[src/rtl/led_pattern_seq.sv]
// LED pattern sequencer: a debounced mode button cycles BLINK/COUNT/SCAN/FILL,
// and the upstream tick strobe steps the current pattern unless paused.
module led_pattern_seq #(
    parameter int DEB_CYCLES = 1000000
) (
    input  logic       CLOCK_50,
    input  logic       RESET_N,
    input  logic       tick,
    input  logic       mode_btn,
    input  logic       pause,
    output logic [7:0] LEDG,
    output logic [1:0] mode
);

    typedef enum logic [1:0] {
        BLINK = 2'd0,
        COUNT = 2'd1,
        SCAN  = 2'd2,
        FILL  = 2'd3
    } mode_t;

    localparam int              CNT_W    = (DEB_CYCLES > 2) ? $clog2(DEB_CYCLES) : 1;
    localparam logic [CNT_W-1:0] DEB_LAST = CNT_W'(DEB_CYCLES - 1);

    logic             btn_meta;
    logic             btn_sync;
    logic             pause_meta;
    logic             pause_sync;
    logic [CNT_W-1:0] deb_cnt;
    logic             btn_deb;
    logic             btn_deb_d;
    logic             press;

    mode_t            mode_q;
    mode_t            mode_n;
    logic [7:0]       led_q;
    logic [7:0]       led_n;
    logic             dir_q;
    logic             dir_n;

    // Synchronizers reset to the idle levels so reset release never looks like a press.
    always_ff @(posedge CLOCK_50 or negedge RESET_N) begin
        if (!RESET_N) begin
            btn_meta   <= 1'b1;
            btn_sync   <= 1'b1;
            pause_meta <= 1'b0;
            pause_sync <= 1'b0;
        end else begin
            btn_meta   <= mode_btn;
            btn_sync   <= btn_meta;
            pause_meta <= pause;
            pause_sync <= pause_meta;
        end
    end

    // A mismatch against the accepted level counts up; any return to it clears the count.
    always_ff @(posedge CLOCK_50 or negedge RESET_N) begin
        if (!RESET_N) begin
            deb_cnt   <= '0;
            btn_deb   <= 1'b1;
            btn_deb_d <= 1'b1;
        end else begin
            btn_deb_d <= btn_deb;
            if (btn_sync == btn_deb) begin
                deb_cnt <= '0;
            end else if (deb_cnt == DEB_LAST) begin
                deb_cnt <= '0;
                btn_deb <= btn_sync;
            end else begin
                deb_cnt <= deb_cnt + 1'b1;
            end
        end
    end

    assign press = btn_deb_d & ~btn_deb;

    always_ff @(posedge CLOCK_50 or negedge RESET_N) begin
        if (!RESET_N) begin
            mode_q <= BLINK;
        end else begin
            mode_q <= mode_n;
        end
    end

    always_comb begin
        mode_n = mode_q;
        if (press) begin
            mode_n = mode_t'(mode_q + 2'd1);
        end
    end

    // A press reloads the start value and swallows any coincident tick.
    always_comb begin
        led_n = led_q;
        dir_n = dir_q;
        if (press) begin
            dir_n = 1'b0;
            led_n = (mode_n == SCAN) ? 8'h01 : 8'h00;
        end else if (tick && !pause_sync) begin
            case (mode_q)
                BLINK: led_n = ~led_q;
                COUNT: led_n = led_q + 8'd1;
                SCAN: begin
                    if (!dir_q) begin
                        led_n = {led_q[6:0], 1'b0};
                        if (led_q == 8'h40) dir_n = 1'b1;
                    end else begin
                        led_n = {1'b0, led_q[7:1]};
                        if (led_q == 8'h02) dir_n = 1'b0;
                    end
                end
                FILL: led_n = (led_q == 8'hFF) ? 8'h00 : {led_q[6:0], 1'b1};
                default: led_n = led_q;
            endcase
        end
    end

    always_ff @(posedge CLOCK_50 or negedge RESET_N) begin
        if (!RESET_N) begin
            led_q <= 8'h00;
            dir_q <= 1'b0;
        end else begin
            led_q <= led_n;
            dir_q <= dir_n;
        end
    end

    assign LEDG = led_q;
    assign mode = mode_q;

endmodule

[config.mk]
export PLATFORM = sky130hd
export DESIGN_NAME = led_pattern_seq
export DESIGN_NICKNAME = d
export VERILOG_FILES = /design/src/rtl/led_pattern_seq.sv
export SDC_FILE = /design/constraint.sdc
export NUM_CORES = 1
export LEC_CHECK = 0
export CAP_MARGIN = 20
export CORE_ASPECT_RATIO = 0.7
export CORE_MARGIN = 1.5
export CORE_UTILIZATION = 63
export DETAILED_ROUTE_END_ITERATION = 12
export HOLD_SLACK_MARGIN = 0.05
export PLACE_DENSITY = 0.85
export SLEW_MARGIN = 20
export SYNTH_ARGS = -nofsm -noshare
export SYNTH_HDL_FRONTEND = slang
export SYNTH_SLANG_ARGS = --single-unit
[constraint.sdc]
create_clock -name CLOCK_50 -period 3.1 [get_ports CLOCK_50]
set_input_delay 0.775 -clock CLOCK_50 [delete_from_list [all_inputs] [get_ports CLOCK_50]]
set_output_delay 0.775 -clock CLOCK_50 [all_outputs]
set_load 0.02 [all_outputs]
==> qor.txt, run 1 <==
Outcome: complete, no violations
Clock buffer count from CTS: 5
Standard-cell rows: 17
# fillers: 226
Area of all placed cells without fillers: 2359 sq um
Library cells used by synthesis: 39
Overall global routing resource usage: 28.30%
Power Dens Cells: 489.7 nW/um^2
Final clock period utilization by the worst path: 75.87%
Final Skew: 0.009672 ns
Async SR Flop Fraction: 100.0%
Router iterations before antenna repair: 5
Adder and majority gate portion of the synthesized area: 4.739%
Dominant combinational cell family by area after synthesis: simple AND/OR/NAND/NOR gates
RSZ-0062 raised after global routing: false
Crit path capture type: flip-flop
Initial detailed-routing violation count: 224
Crit path launch type: flip-flop
Post-cts resize count: 0
Nets: 247
Post-synthesis mux area share: 1.066%
Antenna diode count: 0
List of cells traversed by the critical path: ha_1, nand4_2, a2111o_1, a2111o_1, a32o_1
Via count of the first global-routing pass: 1678
Final routed wirelength across all metal layers: 4515 um
Initial Utilization: 66.64%
I/O pin cnt: 15
Fraction of power spent switching nets: 28.54%
Post-route antenna net violation count: 0
Number of failing hold endpoints at the final stage: 0
Post-synthesis instance total: 224
Depth of the CTS H-tree: 2
Worst Path Arrival: 2.54 ns
Warnings from Yosys: 0
Overall die width: 72.21 um
CTS tree: yes
Crit path max fanout: 11
Clock power frac: 35.9%
Share of the yosys chip area belonging to registers: 44.08%
EDFF count, synth: 0
Number of storage elements in the synthesis netlist: 37
Final estimated routing congestion in global placement: 0.9165
Min-delay worst type: flip-flop to flip-flop
Number of buffer cells added on primary ports: 14
CTS clock-pin slew for the worst setup and hold paths: 0.08 ns
Xor and xnor fraction of the mapped netlist area: 7.050%
Number of antenna violations at the first check in global routing: 0
Post-layout utilization of the core: 74.42%
Leakage power of the design: 0.9940 nW
Required @ worst endpoint: 3.28 ns
Master of the slowest instance on the critical path: sky130_fd_sc_hd__a2111o_1
Transition time at the pin with the least slew margin: 0.6412 ns
Top cell family by delay on the critical path: compound AO/OA/AOI/OAI gates
Part of the total power dissipated in sequential elements: 49.9%
Maximum VDD drop: 330.4 uV
Core Area: 3169 sq um
Die height: 51.44 um
Detailed Place HPWL: 3120 um
Synth-to-layout area growth: 11.67%
Number of buffers inserted by hold repair at cts: 0
Drt wl/cell: 16.54 um
Total overflow reported by the global router: 0
Post-Route Hold Slack: 0.3470 ns
Critical path class: flip-flop to flip-flop
Pin count of the biggest net entering global routing: 38
Synth Area in Compound Gates: 16.17%
Post-Synthesis Net Count: 237
Period minus WS final: 2.352 ns
Share of layout cells above drive strength 1: 8.511%
DP Area: 2251 sq um
Main area contributors after synthesis: sky130_fd_sc_hd__dfrtp_1, sky130_fd_sc_hd__dfstp_2, sky130_fd_sc_hd__ha_1
First-pass GRT wire length: 7776 um
Portion of synthesized cell area occupied by the leading cell type: 39.10%
Net switching component of the power: 0.0003296 W
Post-detailed-route DRC marker count: 0
Final total power: 0.001155 W
Final setup vio count: 0
Final total negative setup slack: 0 ns
Synth area leader: sky130_fd_sc_hd__dfrtp_1
Mean number of vias per cell: 6.341
Cell seen most often among critical-path stages: sky130_fd_sc_hd__a2111o_1
Worst Path Buf+Inv: 0
Cell Area, Synth: 2112 sq um
Maximum operating frequency: 425.2 MHz
Crit path largest cell delay: 0.55 ns
Clock insertion delay at the later pin of the skew report: 0.30 ns
Max Transition Viols Final: 0
Clock sink total: 37
Post-CTS Repair Setup Buffers: 0
Synthesized area divided by synthesized cell count: 9.429 sq um
Worst rel slew slack: 57.10%
Worst-case clock buffer depth: 2
Top FF cell, synth: sky130_fd_sc_hd__dfrtp_1
Cell-internal power: 0.0008254 W
DR vias: 1731
Number of max-cap violations: 0
Combinational power share: 14.2%
Die area: 3714 sq um
Post-synthesis simple-gate area fraction: 22.27%
CTS root buf: sky130_fd_sc_hd__clkbuf_8
-- worst register-to-register path, stage by stage (launching register included) --
cell,delay (ns)
sky130_fd_sc_hd__dfrtp_1,0.53
sky130_fd_sc_hd__ha_1,0.29
sky130_fd_sc_hd__nand4_2,0.15
sky130_fd_sc_hd__a2111o_1,0.55
sky130_fd_sc_hd__a2111o_1,0.45
sky130_fd_sc_hd__a32o_1,0.27
-- layout by cell type, fill, tap and decap left out, types with 7 or more instances in the layout --
cell type / count
sky130_fd_sc_hd__dfrtp_1: 33
sky130_fd_sc_hd__nand2_1: 23
sky130_fd_sc_hd__nand3_1: 12
sky130_fd_sc_hd__xnor2_1: 11
sky130_fd_sc_hd__o21ai_0: 13
sky130_fd_sc_hd__clkdlybuf4s50_1: 14
sky130_fd_sc_hd__or3_1: 7
sky130_fd_sc_hd__nor2_1: 19
sky130_fd_sc_hd__ha_1: 8
sky130_fd_sc_hd__a21oi_1: 8
sky130_fd_sc_hd__inv_1: 9
-- final timing paths --
kind	start	endpoint	slack [ns]	cells after the start
worst min register to register	btn_meta$_DFF_PN1_	btn_sync$_DFF_PN1_	0.35	0
worst min-delay path	btn_meta$_DFF_PN1_	btn_sync$_DFF_PN1_	0.35	0
worst max register to register	LEDG[1]$_DFFE_PN0P_	LEDG[7]$_DFFE_PN0P_	0.75	5
min in group asynchronous	RESET_N	deb_cnt[0]$_DFF_PN0_	0.88	2
worst max-delay path	LEDG[1]$_DFFE_PN0P_	LEDG[7]$_DFFE_PN0P_	0.75	5
max in group asynchronous	RESET_N	btn_deb_d$_DFF_PN1_	1.87	2
-- layer usage --
layer  part of all wire (%)  track usage [%]  up-vias
met5                      0                0        -
met4                    1.9            13.84        0
met3                    6.6            6.312       13
met2                     43            41.51       67
met1                     49            39.77      835
li1                       -                -      816
-- area by class of cell --
type	count	area, sq um	area share (%)
repair buffers	16	155.1	6.578
inverters	9	33.78	1.432
clock inverters	2	35.03	1.485
multi-input cells	165	1084	45.94
well taps	38	47.55	2.016
flip-flops and latches	37	930.9	39.47
clock buffers	6	72.57	3.077
-- power groups by stage --
stage | clock network [W] | registers [W] | logic, W
floorplan | 0 | 0.000567 | 0.000109
finish | 0.000415 | 0.000576 | 0.000164
global route | 0.000435 | 0.000584 | 0.000183
CTS | 0.000421 | 0.000575 | 0.000164
detailed placement | 0 | 0.000583 | 0.000163
global placement | 0 | 0.000581 | 0.000160
-- cells in the mapped netlist (3+ instances only) --
library cell	instances
sky130_fd_sc_hd__xor2_1	6
sky130_fd_sc_hd__a221o_1	5
sky130_fd_sc_hd__buf_4	3
sky130_fd_sc_hd__a21oi_1	8
sky130_fd_sc_hd__a32o_1	4
sky130_fd_sc_hd__nor3_1	4
sky130_fd_sc_hd__buf_2	3
sky130_fd_sc_hd__nand3_1	12
sky130_fd_sc_hd__or4_1	3
sky130_fd_sc_hd__a21o_1	3
sky130_fd_sc_hd__and3_1	4
sky130_fd_sc_hd__xnor2_1	11
sky130_fd_sc_hd__ha_1	8
sky130_fd_sc_hd__inv_1	9
sky130_fd_sc_hd__nand2_1	23
sky130_fd_sc_hd__dfstp_2	4
sky130_fd_sc_hd__a2111o_1	3
sky130_fd_sc_hd__o21ai_0	13
sky130_fd_sc_hd__nand4_1	4
sky130_fd_sc_hd__or3_1	7
sky130_fd_sc_hd__nor2b_1	6
sky130_fd_sc_hd__dfrtp_1	33
sky130_fd_sc_hd__nor4_1	4
sky130_fd_sc_hd__clkbuf_1	7
sky130_fd_sc_hd__nor2_1	19
-- stage by stage --
step / setup WS (ns) / instances
5_1_grt: 0.5847 / 273
3_5_place_dp: 0.7895 / 265
3_3_place_gp: 0.8493 / 265
4_1_cts: 0.7472 / 273
6_report: 0.7480 / 273
2_1_floorplan: 0.9111 / 224
-- flip-flops by register name, indices dropped and copies added (netlist names) --
signal	cells
pause_meta	1
mode	2
btn_deb	1
btn_meta	1
LEDG	8
dir_q	1
deb_cnt	20
btn_deb_d	1
pause_sync	1
btn_sync	1
-- kinds of logic after synthesis --
| group | after synthesis |
|---|---|
| multiplexers | 2 |
| buffers and inverters | 22 |
| adder cells (fa/ha/maj) | 8 |
| XOR/XNOR | 17 |
| AO/OA/AOI/OAI | 46 |
| flip-flops | 37 |
| AND/OR/NAND/NOR | 92 |
Power figures use the tool's default switching activity.
==> run 2, diff against run 1 <==
CORE_UTILIZATION = 58   (was 63)
PLACE_DENSITY = 0.79   (was 0.85)
clock period = 2.3 ns   (was 3.1 ns; I/O delays follow)
==> qor.txt, run 2 (synthesis gave the netlist of run 1 again) <==
Core Area: 3513 sq um (was 3169 sq um)
Endpoint of the worst register-to-register path: LEDG[7]$_DFFE_PN0P_ (unchanged)
Uppermost signal routing layer after detailed routing: met4 (unchanged)
Antenna diode count: 0 (unchanged)
Standard-cell rows: 18 (was 17)
DR vias: 1732 (was 1731)
First-pass GRT wire length: 7417 um (was 7776 um)
Initial detailed-routing violation count: 145 (was 224)
I/O pin cnt: 15 (unchanged)
Worst Path Arrival: 2.32 ns (was 2.54 ns)
Critical path startpoint: mode[0]$_DFF_PN0_ (was LEDG[1]$_DFFE_PN0P_)
Met3 wire length: 312 um (was 296 um)
Final setup vio count: 0 (unchanged)
Multi-input gate area in the final layout: 1084 sq um (unchanged)
Depth of the CTS H-tree: 2 (unchanged)
Number of buffers inserted by hold repair at cts: 0 (unchanged)
Number of antenna violations at the first check in global routing: 0 (unchanged)
R2r worst-path depth: 5 (unchanged)
Clock insertion delay at the later pin of the skew report: 0.29 ns (was 0.30 ns)
Initial Utilization: 60.11% (was 66.64%)
Placed Cells: 288 (was 265)
Die height: 53.49 um (was 51.44 um)
Number of buffer cells added on primary ports: 14 (unchanged)
Worst setup endpoint: LEDG[7]$_DFFE_PN0P_ (unchanged)
Commonest cells after routing, fill and taps aside: sky130_fd_sc_hd__dfrtp_1, sky130_fd_sc_hd__nand2_1, sky130_fd_sc_hd__nor2_1 (was sky130_fd_sc_hd__dfrtp_1, sky130_fd_sc_hd__nand2_1, sky130_fd_sc_hd__nor2_1, sky130_fd_sc_hd__clkdlybuf4s50_1, sky130_fd_sc_hd__o21ai_0)
Maximum operating frequency: 468.3 MHz (was 425.2 MHz)
Crit path max fanout: 6 (was 11)
CTS clock-pin slew for the worst setup and hold paths: 0.07 ns (was 0.08 ns)
Power Dens Cells: 631.1 nW/um^2 (was 489.7 nW/um^2)
Crit path launch type: flip-flop (unchanged)
Met1 Wirelength: 2293 um (was 2212 um)
Worst rel slew slack: 45.80% (was 57.10%)
Via count of the first global-routing pass: 1545 (was 1678)
Maximum VDD drop: 490.5 uV (was 330.4 uV)
Post-detailed-route DRC marker count: 0 (unchanged)
Post-cts resize count: 0 (unchanged)
FF-to-FF Start: mode[0]$_DFF_PN0_ (was LEDG[1]$_DFFE_PN0P_)
# fillers: 283 (was 226)
Post-CTS Repair Setup Buffers: 0 (unchanged)
Final total power: 0.001543 W (was 0.001155 W)
Overall global routing resource usage: 25.74% (was 28.30%)
Max reg flops: 20 (unchanged)
Max Transition Viols Final: 0 (unchanged)
Transition time at the pin with the least slew margin: 0.8131 ns (was 0.6412 ns)
Count of placed standard cells in the final layout, fillers left out: 296 (was 273)
Share of layout cells above drive strength 1: 13.41% (was 8.511%)
Seq. cell area: 930.9 sq um (unchanged)
Wire length on met2: 1909 um (was 1920 um)
Leakage power of the design: 1.046 nW (was 0.9940 nW)
Number of max-cap violations: 0 (unchanged)
Mean number of vias per cell: 5.851 (was 6.341)
RSZ-0062 raised after global routing: false (unchanged)
Total overflow reported by the global router: 0 (unchanged)
Pin count of the biggest net entering global routing: 38 (unchanged)
Required @ worst endpoint: 2.49 ns (was 3.28 ns)
Leading cell type in the layout, fill and taps excluded: sky130_fd_sc_hd__dfrtp_1 (unchanged)
Final Skew: 0.006609 ns (was 0.009672 ns)
Final clock period utilization by the worst path: 92.85% (was 75.87%)
Crit path capture type: flip-flop (unchanged)
Drt wl/cell: 15.43 um (was 16.54 um)
Clock buffer count from CTS: 5 (unchanged)
Min-delay worst type: flip-flop to flip-flop (unchanged)
Overall die width: 75.13 um (was 72.21 um)
Final estimated routing congestion in global placement: 0.7707 (was 0.9165)
Post-route antenna net violation count: 0 (unchanged)
Worst-case clock buffer depth: 2 (unchanged)
Die area: 4018 sq um (was 3714 sq um)
Router iterations before antenna repair: 4 (was 5)
Outcome: complete, no violations (unchanged)
Period minus WS final: 2.136 ns (was 2.352 ns)
Clock sink total: 37 (unchanged)
Nets: 258 (was 247)
Final total negative setup slack: 0 ns (unchanged)
CTS tree: yes (unchanged)
Biggest register: deb_cnt (unchanged)
Critical path class: flip-flop to flip-flop (unchanged)
Number of failing hold endpoints at the final stage: 0 (unchanged)
Synth-to-layout area growth: 15.76% (was 11.67%)
CTS root buf: sky130_fd_sc_hd__clkbuf_8 (unchanged)
Setup slack of the worst register-to-register path: 0.16 ns (was 0.75 ns)
Final routed wirelength across all metal layers: 4568 um (was 4515 um)
Detailed Place HPWL: 3229 um (was 3120 um)
-- run 2: worst max-delay path, cell delays in order, from the launching register on --
cell and delay [ns]:
sky130_fd_sc_hd__dfrtp_1 0.43, sky130_fd_sc_hd__ha_1 0.27, sky130_fd_sc_hd__a21boi_0 0.14, sky130_fd_sc_hd__a2111o_1 0.49
sky130_fd_sc_hd__a2111o_1 0.44, sky130_fd_sc_hd__a32o_1 0.25
-- run 2: power by group --
group          switching [W]  leakage (nW)  internal (W)
logic               0.000182         0.511      0.000136
clock network       0.000235        0.0542      0.000271
registers          0.0000317         0.481      0.000687
-- run 2: layout make-up --
cell class	instances	area share, %
timing repair buffer	27	9.519
clock buffer	7	3.941
tap	50	2.559
clock inverter	1	0.2047
multi-input combinational	165	44.32
sequential	37	38.08
inverter	9	1.382
-- run 2: metal layers --
metal | global-route usage [%] | vias up
li1 | - | 836
met1 | 39.90 | 834
met2 | 34.66 | 55
met3 | 6.286 | 7
met4 | 7.576 | 0
met5 | 0 | -
-- run 2: worst min-delay path by stage --
stage / startpoint / end / slack (ns) / cells past startpoint
global route: btn_meta$_DFF_PN1_ / btn_sync$_DFF_PN1_ / 0.36 / 0
floorplan: RESET_N / LEDG[0]$_DFFE_PN0P_ / 0.28 / 0
finish: btn_meta$_DFF_PN1_ / btn_sync$_DFF_PN1_ / 0.35 / 0
CTS: btn_meta$_DFF_PN1_ / btn_sync$_DFF_PN1_ / 0.35 / 0
global placement: pause_meta$_DFF_PN0_ / pause_sync$_DFF_PN0_ / 0.33 / 0
detailed placement: pause_meta$_DFF_PN0_ / pause_sync$_DFF_PN0_ / 0.34 / 0
-- run 2: through the flow --
stage	worst slack (ns)	hold WS (ns)	util [%]	instance area, sq um
3_3_place_gp	0.2274	0.3341	66.70	2344
3_5_place_dp	0.1784	0.3418	66.70	2344
5_1_grt	0.07030	0.3592	69.59	2445
6_report	0.1645	0.3499	69.59	2445
2_1_floorplan	0.1111	0.2794	-	2112
4_1_cts	0.1612	0.3534	69.59	2445
==> run 3, diff against run 2 <==
--- a/config.mk
+++ b/config.mk
@@ -10,6 +10,6 @@
 export CORE_MARGIN = 1.5
-export CORE_UTILIZATION = 58
+export CORE_UTILIZATION = 50
 export DETAILED_ROUTE_END_ITERATION = 12
 export HOLD_SLACK_MARGIN = 0.05
-export PLACE_DENSITY = 0.79
+export PLACE_DENSITY = 0.7
 export SLEW_MARGIN = 20
==> constraint.sdc (replaced) <==
create_clock -name CLOCK_50 -period 2.3 [get_ports CLOCK_50]
set_input_delay 0.345 -clock CLOCK_50 [delete_from_list [all_inputs] [get_ports CLOCK_50]]
set_output_delay 0.345 -clock CLOCK_50 [all_outputs]
set_load 0.02 [all_outputs]
==> qor.txt, run 3 (synthesis gave the netlist of run 1 again) <==
Number of buffers inserted by hold repair at cts: 0 (unchanged)
Final estimated routing congestion in global placement: 0.8377 (was 0.7707)
Pin count of the biggest net entering global routing: 38 (unchanged)
Core Area: 3994 sq um (was 3513 sq um)
Net switching component of the power: 0.0004426 W (was 0.0004483 W)
Crit path largest cell delay: 0.56 ns (was 0.49 ns)
Clock insertion delay at the later pin of the skew report: 0.29 ns (about the same)
CTS root buf: sky130_fd_sc_hd__clkbuf_8 (unchanged)
Share of layout cells above drive strength 1: 13.01% (was 13.41%)
Standard-cell rows: 19 (was 18)
Die area: 4629 sq um (was 4018 sq um)
Min-delay worst type: input port to asynchronous set/reset pin (was flip-flop to flip-flop)
Number of antenna violations at the first check in global routing: 0 (unchanged)
Worst Path Buf+Inv: 0 (unchanged)
Detailed Place HPWL: 3123 um (was 3229 um)
Final total power: 0.001620 W (was 0.001543 W)
CTS tree: yes (unchanged)
Maximum VDD drop: 482.2 uV (was 490.5 uV)
Post-route antenna net violation count: 0 (unchanged)
Outcome: complete, no violations (unchanged)
Worst rel slew slack: 45.42% (was 45.80%)
Initial detailed-routing violation count: 211 (was 145)
Number of buffer cells added on primary ports: 14 (unchanged)
Critical path class: flip-flop to flip-flop (unchanged)
Commonest cells after routing, fill and taps aside: sky130_fd_sc_hd__dfrtp_1, sky130_fd_sc_hd__nand2_1, sky130_fd_sc_hd__nor2_1 (unchanged)
CTS clock-pin slew for the worst setup and hold paths: 0.07 ns (about the same)
List of cells traversed by the critical path: ha_1, a21boi_0, a2111o_1, a2111oi_0, o21ai_0 (was ha_1, a21boi_0, a2111o_1, a2111o_1, a32o_1)
Leakage power of the design: 1.051 nW (was 1.046 nW)
Master of the slowest instance on the critical path: sky130_fd_sc_hd__a2111oi_0 (was sky130_fd_sc_hd__a2111o_1)
Final Skew: 0.006567 ns (was 0.006609 ns)
Synth-to-layout area growth: 16.59% (was 15.76%)
Final total negative setup slack: 0 ns (unchanged)
Clock buffer count from CTS: 5 (unchanged)
Leading cell type in the layout, fill and taps excluded: sky130_fd_sc_hd__dfrtp_1 (unchanged)
Via count of the first global-routing pass: 1535 (was 1545)
Setup slack of the worst register-to-register path: 0.08 ns (was 0.16 ns)
Worst setup slack before clock tree synthesis: 0.1743 ns (was 0.1784 ns)
Nets: 258 (unchanged)
Depth of the CTS H-tree: 2 (unchanged)
Crit path capture type: flip-flop (unchanged)
Overall die width: 80.68 um (was 75.13 um)
Fraction of power spent switching nets: 27.32% (was 29.06%)
Post-CTS Repair Setup Buffers: 0 (unchanged)
Crit path max fanout: 6 (unchanged)
Transition time at the pin with the least slew margin: 0.8187 ns (was 0.8131 ns)
Combinational power share: 19.8% (was 20.6%)
DR vias: 1720 (was 1732)
Biggest register: deb_cnt (unchanged)
First-pass GRT wire length: 7576 um (was 7417 um)
Period minus WS final: 2.220 ns (was 2.136 ns)
I/O pin cnt: 15 (unchanged)
Max reg flops: 20 (unchanged)
RSZ-0062 raised after global routing: false (unchanged)
Drt wl/cell: 15.14 um (was 15.43 um)
Clock power frac: 35.9% (was 32.8%)
Final clock period utilization by the worst path: 96.52% (was 92.85%)
Clock sink total: 37 (unchanged)
Worst Path Arrival: 2.37 ns (was 2.32 ns)
Post-detailed-route DRC marker count: 0 (unchanged)
Mean number of vias per cell: 5.772 (was 5.851)
Number of failing hold endpoints at the final stage: 0 (unchanged)
Power Dens Cells: 658.0 nW/um^2 (was 631.1 nW/um^2)
Antenna diode count: 0 (unchanged)
Required @ worst endpoint: 2.45 ns (was 2.49 ns)
Part of the total power dissipated in sequential elements: 44.3% (was 46.6%)
Die height: 57.38 um (was 53.49 um)
Total overflow reported by the global router: 0 (unchanged)
Post-cts resize count: 0 (unchanged)
Cell-internal power: 0.001178 W (was 0.001095 W)
Worst-case clock buffer depth: 2 (unchanged)
Crit path launch type: flip-flop (unchanged)
Worst-case setup margin in the final layout: 0.08002 ns (was 0.1645 ns)
Initial Utilization: 52.88% (was 60.11%)
Max Transition Viols Final: 0 (unchanged)
Top cell family by delay on the critical path: compound AO/OA/AOI/OAI gates (unchanged)
Final setup vio count: 0 (unchanged)
Final routed wirelength across all metal layers: 4513 um (was 4568 um)
Maximum operating frequency: 450.5 MHz (was 468.3 MHz)
Router iterations before antenna repair: 4 (unchanged)
Overall global routing resource usage: 21.93% (was 25.74%)
Number of max-cap violations: 0 (unchanged)
-- run 3: cell types whose count changed in the layout (fill, tap and decap cells not counted) --
cell and change:
sky130_fd_sc_hd__bufinv_16 +1, sky130_fd_sc_hd__clkbuf_1 +1, sky130_fd_sc_hd__clkbuf_8 -1, sky130_fd_sc_hd__clkinv_2 -1
-- run 3: path summary, 6_finish.rpt --
| path | to | cells past startpoint | start |
|---|---|---|---|
| setup / recovery | LEDG[5]$_DFFE_PN0P_ | 5 | mode[0]$_DFF_PN0_ |
| hold / removal | deb_cnt[16]$_DFF_PN0_ | 1 | RESET_N |
| setup reg to reg | LEDG[5]$_DFFE_PN0P_ | 5 | mode[0]$_DFF_PN0_ |
| hold reg to reg | pause_sync$_DFF_PN0_ | 0 | pause_meta$_DFF_PN0_ |
| max in group asynchronous | LEDG[3]$_DFFE_PN0P_ | 1 | RESET_N |
| min in group CLOCK_50 | pause_sync$_DFF_PN0_ | 0 | pause_meta$_DFF_PN0_ |
-- run 3: power by group through the flow --
stage	clock network [W]	logic (W)	registers (W)
2_1_floorplan	0	0.000146	0.000764
3_3_place_gp	0	0.000318	0.000731
3_5_place_dp	0	0.000321	0.000729
4_1_cts	0.000596	0.000321	0.000717
5_1_grt	0.000621	0.000352	0.000722
6_report	0.000581	0.000321	0.000718
-- run 3: worst register-to-register path: cells and delay by family (launching register included) --
kind                     cells  cell delay (ns)
adder cells (fa/ha/maj)      1             0.28
AO/OA/AOI/OAI                4             1.37
flip-flops                   1             0.44
-- run 3: metrics by stage --
stage               util [%]  std cells  instance area [sq um]  hold WS, ns
finish                 61.65        298                   2462       0.1460
global route           61.65        298                   2462       0.2360
CTS                    61.65        298                   2462       0.1856
detailed placement     58.74        290                   2346       0.3426
global placement       58.74        290                   2346       0.3337
floorplan                  -        224                   2112      0.04941
-- run 3: per-layer routing --
metal	track usage (%)	routed length, um
met5	0	0
met4	5.911	40
met3	5.280	318
met2	28.69	1786
met1	35.56	2368
-- run 3: cell type report --
type	count	area [sq um]
clock buffers	7	86.33
clock inverters	1	30.03
fillers	343	1531
inverters	9	33.78
multi-input cells	165	1084
flip-flops and latches	37	930.9
well taps	52	65.06
repair buffers	27	232.7
